**src/rtl/fifo_stream_reader_if.sv**
```systemverilog
// Stream reader bundle: show-ahead FIFO read port plus the outgoing valid/ready stream.
// master = reader (pops the FIFO, drives the stream); slave = FIFO/downstream side.
interface fifo_stream_reader_if #(
    parameter int DATAW = 32
);
    logic [DATAW-1:0] i_fifo_rdata;
    logic             i_fifo_empty;
    logic             o_fifo_rd;
    logic             o_valid;
    logic             i_ready;
    logic [DATAW-1:0] o_data;
    logic             o_last;

    modport master (
        input  i_fifo_rdata, i_fifo_empty, i_ready,
        output o_fifo_rd, o_valid, o_data, o_last
    );

    modport slave (
        output i_fifo_rdata, i_fifo_empty, i_ready,
        input  o_fifo_rd, o_valid, o_data, o_last
    );
endinterface

```
**src/rtl/fifo_stream_reader.sv**
```systemverilog
// Async-FIFO read-side consumer: 2-entry skid buffer into a registered valid/ready stream with burst framing.
// Define FIFO_STREAM_READER_STATS_EN to add the o_word_cnt / o_starve_cnt statistics outputs.
module fifo_stream_reader #(
    parameter int DATAW     = 32,
    parameter int BURST_LEN = 16,
    parameter int CNTW      = 16
) (
    input  logic                  i_clk,
    input  logic                  i_rst,
    input  logic                  i_en,
    input  logic                  i_flush,
    fifo_stream_reader_if.master  bus,
    output logic                  o_busy,
    output logic [1:0]            o_dbg_state
`ifdef FIFO_STREAM_READER_STATS_EN
    ,
    output logic [CNTW-1:0]       o_word_cnt,
    output logic [CNTW-1:0]       o_starve_cnt
`endif
);
    // Handshake: a word moves downstream on every edge where o_valid & i_ready;
    // o_data/o_last are frozen while o_valid=1 and i_ready=0, and o_valid only
    // falls after a transfer, on i_flush, or on reset.

    typedef enum logic [1:0] {
        IDLE  = 2'd0,
        RUN   = 2'd1,
        DRAIN = 2'd2
    } state_e;

    localparam logic [CNTW-1:0] LAST_IDX = CNTW'(BURST_LEN - 1);

    state_e           state_q;
    logic [1:0]       count_q, count_d;
    logic [DATAW-1:0] head_data_q, head_data_d;
    logic [DATAW-1:0] tail_data_q, tail_data_d;
    logic             head_last_q, head_last_d;
    logic             tail_last_q, tail_last_d;
    logic [CNTW-1:0]  burst_q, burst_d;
    logic             valid;
    logic             xfer;
    logic             pop;
    logic             pop_last;

    assign valid    = (count_q != 2'd0);
    assign xfer     = valid & bus.i_ready;
    assign pop      = i_en & ~bus.i_fifo_empty & ~i_flush & (state_q == RUN)
                    & ((count_q < 2'd2) | xfer);
    assign pop_last = (burst_q == LAST_IDX);

    assign bus.o_fifo_rd = pop;
    assign bus.o_valid   = valid;
    assign bus.o_data    = head_data_q;
    assign bus.o_last    = head_last_q;
    assign o_busy        = (state_q != IDLE);
    assign o_dbg_state   = state_q;

    always_comb begin
        count_d     = count_q;
        head_data_d = head_data_q;
        head_last_d = head_last_q;
        tail_data_d = tail_data_q;
        tail_last_d = tail_last_q;
        burst_d     = burst_q;
        if (i_flush) begin
            count_d = 2'd0;
            burst_d = '0;
        end else begin
            if (pop) begin
                burst_d = pop_last ? '0 : burst_q + CNTW'(1);
            end
            case ({pop, xfer})
                2'b10: begin
                    count_d = count_q + 2'd1;
                    if (count_q == 2'd0) begin
                        head_data_d = bus.i_fifo_rdata;
                        head_last_d = pop_last;
                    end else begin
                        tail_data_d = bus.i_fifo_rdata;
                        tail_last_d = pop_last;
                    end
                end
                2'b01: begin
                    count_d     = count_q - 2'd1;
                    head_data_d = tail_data_q;
                    head_last_d = tail_last_q;
                end
                2'b11: begin
                    // Pop and transfer together: the new word lands behind whatever is still queued.
                    if (count_q == 2'd2) begin
                        head_data_d = tail_data_q;
                        head_last_d = tail_last_q;
                        tail_data_d = bus.i_fifo_rdata;
                        tail_last_d = pop_last;
                    end else begin
                        head_data_d = bus.i_fifo_rdata;
                        head_last_d = pop_last;
                    end
                end
                default: ;
            endcase
        end
    end

    always_ff @(posedge i_clk or posedge i_rst) begin
        if (i_rst) begin
            state_q     <= IDLE;
            count_q     <= 2'd0;
            head_data_q <= '0;
            head_last_q <= 1'b0;
            tail_data_q <= '0;
            tail_last_q <= 1'b0;
            burst_q     <= '0;
        end else begin
            count_q     <= count_d;
            head_data_q <= head_data_d;
            head_last_q <= head_last_d;
            tail_data_q <= tail_data_d;
            tail_last_q <= tail_last_d;
            burst_q     <= burst_d;
            if (i_flush) begin
                state_q <= i_en ? RUN : IDLE;
            end else begin
                case (state_q)
                    IDLE:    if (i_en) state_q <= RUN;
                    RUN:     if (!i_en) state_q <= (count_d == 2'd0) ? IDLE : DRAIN;
                    DRAIN: begin
                        if (i_en)                  state_q <= RUN;
                        else if (count_d == 2'd0)  state_q <= IDLE;
                    end
                    default: state_q <= IDLE;
                endcase
            end
        end
    end

`ifdef FIFO_STREAM_READER_STATS_EN
    logic [CNTW-1:0] word_cnt_q, starve_cnt_q;

    // Statistics survive i_flush; only reset clears them.
    always_ff @(posedge i_clk or posedge i_rst) begin
        if (i_rst) begin
            word_cnt_q   <= '0;
            starve_cnt_q <= '0;
        end else begin
            word_cnt_q <= word_cnt_q + CNTW'(xfer);
            if ((state_q == RUN) && (count_q == 2'd0) && bus.i_fifo_empty && (starve_cnt_q != '1)) begin
                starve_cnt_q <= starve_cnt_q + CNTW'(1);
            end
        end
    end

    assign o_word_cnt   = word_cnt_q;
    assign o_starve_cnt = starve_cnt_q;
`endif
endmodule
```
**src/flat_wrapper.sv**
```systemverilog
// flat-port wrapper written by rule: the top's interface ports become plain ports
module fifo_stream_reader_flat 
#(
    parameter int DATAW     = 32,
    parameter int BURST_LEN = 16,
    parameter int CNTW      = 16
)
  (i_clk, i_rst, i_en, i_flush, o_busy, o_dbg_state, bus_i_fifo_rdata, bus_i_fifo_empty, bus_i_ready, bus_o_fifo_rd, bus_o_valid, bus_o_data, bus_o_last);
  fifo_stream_reader_if #(.DATAW(DATAW)) bus_i ();
  input  logic i_clk;
  input  logic i_rst;
  input  logic i_en;
  input  logic i_flush;
  output logic o_busy;
  output logic [1:0] o_dbg_state;
  input wire logic [$bits(bus_i.i_fifo_rdata)-1:0] bus_i_fifo_rdata;
  input wire logic [$bits(bus_i.i_fifo_empty)-1:0] bus_i_fifo_empty;
  input wire logic [$bits(bus_i.i_ready)-1:0] bus_i_ready;
  output wire logic [$bits(bus_i.o_fifo_rd)-1:0] bus_o_fifo_rd;
  output wire logic [$bits(bus_i.o_valid)-1:0] bus_o_valid;
  output wire logic [$bits(bus_i.o_data)-1:0] bus_o_data;
  output wire logic [$bits(bus_i.o_last)-1:0] bus_o_last;
  assign bus_i.i_fifo_rdata = bus_i_fifo_rdata;
  assign bus_i.i_fifo_empty = bus_i_fifo_empty;
  assign bus_i.i_ready = bus_i_ready;
  assign bus_o_fifo_rd = bus_i.o_fifo_rd;
  assign bus_o_valid = bus_i.o_valid;
  assign bus_o_data = bus_i.o_data;
  assign bus_o_last = bus_i.o_last;
  fifo_stream_reader #(.DATAW(DATAW), .BURST_LEN(BURST_LEN), .CNTW(CNTW)) u_core (.i_clk(i_clk), .i_rst(i_rst), .i_en(i_en), .i_flush(i_flush), .bus(bus_i), .o_busy(o_busy), .o_dbg_state(o_dbg_state));
endmodule
```
**config.mk**
```make
export PLATFORM = sky130hd
export DESIGN_NAME = fifo_stream_reader_flat
export DESIGN_NICKNAME = d
export VERILOG_FILES = /design/src/rtl/fifo_stream_reader_if.sv /design/src/rtl/fifo_stream_reader.sv /design/src/flat_wrapper.sv
export SDC_FILE = /design/constraint.sdc
export NUM_CORES = 1
export LEC_CHECK = 0
export CORE_MARGIN = 8
export CORE_UTILIZATION = 51
export DETAILED_ROUTE_END_ITERATION = 7
export MAX_ROUTING_LAYER = met4
export PLACE_DENSITY = 0.78
export SLEW_MARGIN = 5
export SYNTH_ARGS = -nofsm -noshare
export SYNTH_HDL_FRONTEND = slang
export SYNTH_SLANG_ARGS = --single-unit
```
**constraint.sdc**
```tcl
create_clock -name i_clk -period 3.9 [get_ports i_clk]
set_clock_uncertainty 0.05 [all_clocks]
set_input_delay 0.78 -clock i_clk [delete_from_list [all_inputs] [get_ports i_clk]]
set_output_delay 0.78 -clock i_clk [all_outputs]
set_load 0.03 [all_outputs]
```
==> impl_metrics.toml, run 1 <==
[status]
outcome = "completed"

[timing]
finalSetupViolCount = 0
timing.final.crit_share = 0.921
max_slew_margin = 0.595
slew_violations = 0
hold_violations = 0
whs_ns = 0.462
period_minus_slack_ns = 3.59
rsz0062_at_grt = "no"
setup-tns-final_ns = 0
max_freq_mhz = 278
worst_pin_slew_ns = 0.608

[yosys]
synth_edf_count = 0
yosys_warnings = 0
synth-compound-area-share = 0.127
synth_ff_type = "dfrtp_1"
syn-num-nets = 362
syn_inst = 320
ys_ff_latch = 86
synth.distinct_cells = 51
synth-seq-area-share = 0.510
synth_xor_area_frac = 0.00622
synthSimpleGateAreaFrac = 0.102
avgSynthCellArea_sq_um = 13.2
synth.area.mux_share = 0.205
yosys.area_share.adder = 0.0119
syn_area_sq_um = 4220
async_reset_ff_frac = 1.00
synth_top_family_by_area = "multiplexers"

[clock_tree]
clkSinkCount = 86
cts_tree = "done"
holdBufCountCts = 0
clk_pin_slew_ns = 0.08
cts_setup_buffers = 0
numCtsBuffers = 9
clock_latency_ns = 0.35
cts_resized = 0
clock_path_buffers = 2
cts_root_buffer = "clkbuf_8"
h-tree-depth = 3

[cells_and_area]
drive_gt1_frac = 0.261
diodes = 0
fillerInstances = 645
area_growth_pct = 23.7
nNetsFinal = 436
final_common_cell = "dfrtp_1"
layout_common_cells = "dfrtp_1 (86), clkdlybuf4s50_1 (75), mux2_2 (36), a22o_1 (30), mux2_4 (30)"

[drt]
first_pass_iters = 4
wl_microns = 8880
wl_per_cell_microns = 17.6
drc = 0
first_iter_violations = 167
vias = 2873
ant_nets = 0
vias_per_cell = 5.70

[worst_setup_path]
worstPathArrival_ns = 2.76
critPathSlowestCell = "clkdlybuf4s50_1"
worstSetupPathType = "in2out"
worst_ep_required_time_ns = 3.07
crit_family = "buffers and inverters"
path_buf_inv = 3
cp_cell_sequence = "clkdlybuf4s50_1 > nand4bb_1 > nor2_1 > nand2_1 > inv_1 > clkdlybuf4s50_1"
path_common_cell = "clkdlybuf4s50_1"
max_stage_delay_ns = 0.68
critPathCaptureType = "primary output"
path_max_fanout = 4
cp-startpoint = "i_en"
crit_path_start_kind = "primary input"
r2r_start = "u_core.o_dbg_state[1]"

[job]
drv_cap = 0

[global_routing]
gr-total-overflow = 0
grtUsageTotal = 0.163
grt_max_degree = 87
antenna_found_initial = 0
grt_pass1_vias = 2963
grt_pass1_wl_microns = 14700

[die]
die_width_microns = 107
pin_count = 76
std_cell_rows = 33
coreArea_sq_um = 8130
chipHeight_microns = 107
start_util = 0.519
die_area_sq_um = 11400

[place]
hpwl_microns = 6080
numPortBuffers = 75
gp_congestion = 0.898

[hold_path]
hold_class = "reg2reg"
hp-start = "u_core.tail_data_q[24]"

[power_and_ir_drop]
irDropWorstVdd_uv = 370
totalPowerFinal_mw = 2.86
clkPwrFrac = 0.197
leakage_nw = 2.33
pwr-share-comb = 0.379
pwr_density_cell_nw_per_um2 = 549
p_sw_frac = 0.334
p_seq_frac = 0.423
internal_power_mw = 1.91
p_sw_mw = 0.956
-- cells by family after synthesis --
| logic type | count (synthesis) |
|---|---|
| fa+ha+maj | 4 |
| compound gates | 66 |
| flops | 86 |
| xor+xnor | 3 |
| simple gates | 70 |
| mux | 67 |
| buf+inv | 24 |
-- worst paths after layout --
path                                          end  slack [ns]  depth (start not counted)
max                                 bus_o_fifo_rd        0.31                          6
min                        u_core.tail_data_q[24]        0.46                          1
max reg2reg                 u_core.bus.o_data[18]        1.36                         10
min reg2reg                u_core.tail_data_q[24]        0.46                          1
max in group asynchronous  u_core.tail_data_q[19]        2.67                          3
min in group asynchronous  u_core.tail_data_q[31]        0.80                          3
-- worst reg2reg max path: stages (launching register included) --
cell	delay, ns
dfrtp_1	0.42
nand4bb_1	0.31
nor2_1	0.32
nand2_1	0.12
inv_1	0.12
ha_1	0.21
nand2_1	0.10
nand3_2	0.09
buf_4	0.35
a22o_1	0.25
mux2_4	0.14
-- layout make-up --
cell class	instances	area, sq um	share of cell area
inverter	7	30.0	0.00575
clock buffer	10	138	0.0264
clock inverter	6	46.3	0.00887
tap	105	131	0.0252
sequential	86	2150	0.412
multi-input combinational	210	1910	0.366
timing repair buffer	80	813	0.156
-- power by group through the flow --
stage / logic (mW) / clock network, mW / registers [mW]
floorplan: 0.361 / 0 / 1.52
global route: 1.14 / 0.626 / 1.24
detailed placement: 1.10 / 0 / 1.23
global placement: 1.08 / 0 / 1.22
finish: 1.09 / 0.565 / 1.21
CTS: 1.10 / 0.587 / 1.21
-- Yosys cell counts, drive strengths merged (2+ instances only) --
library cell	number	area share
a21o	2	0.0036
a21oi	13	0.015
a22o	33	0.069
a32o	3	0.0071
and4	4	0.0083
buf	15	0.028
clkbuf	2	0.0027
dfrtp	86	0.51
ha	4	0.012
inv	7	0.0068
mux2	66	0.20
nand2	16	0.017
nand3	7	0.011
nand4	7	0.012
nor2	5	0.0044
nor3	6	0.0071
nor4	5	0.0074
o2111a	2	0.0053
o21a	2	0.0053
o21ai	4	0.0074
o31ai	2	0.0036
o32ai	4	0.0083
or2	3	0.0050
or3	6	0.0089
or4	3	0.0053
xor2	2	0.0042
-- stage by stage --
step	area (sq um)	instances	worst slack, ns	util
after floorplan	4220	320	0.848	-
after global placement	5040	488	0.412	0.619
after detailed placement	5040	488	0.322	0.619
after CTS	5220	504	0.319	0.642
after global routing	5220	504	0.181	0.642
final	5220	504	0.309	0.642
-- metal layers --
layer,track usage,vias to the layer above,part of all wire
met5,-,-,0
li1,-,1358,-
met1,0.194,1425,0.44
met4,0.0503,0,0.015
met3,0.0390,10,0.047
met2,0.268,80,0.50
-- sequential cells by signal, indices dropped and copies added, names as in the netlist --
register and count:
u_core.burst_q 16, u_core.tail_last_q 1, u_core.count_q 2, u_core.o_dbg_state 2, u_core.bus.o_data 32, u_core.bus.o_last 1, u_core.tail_data_q 32
Power figures use the tool's default switching activity.
==> run 2: changes to the inputs <==
--- a/config.mk
+++ b/config.mk
@@ -10,7 +10,9 @@
 export DETAILED_ROUTE_END_ITERATION = 7
 export MAX_ROUTING_LAYER = met4
 export PLACE_DENSITY = 0.78
+export SKIP_LAST_GASP = 1
 export SLEW_MARGIN = 5
 export SYNTH_ARGS = -nofsm -noshare
 export SYNTH_HDL_FRONTEND = slang
 export SYNTH_SLANG_ARGS = --single-unit
+export TNS_END_PERCENT = 5
==> results of run 2 <==
Final layout, timing and power as in run 1 (identical DEF).
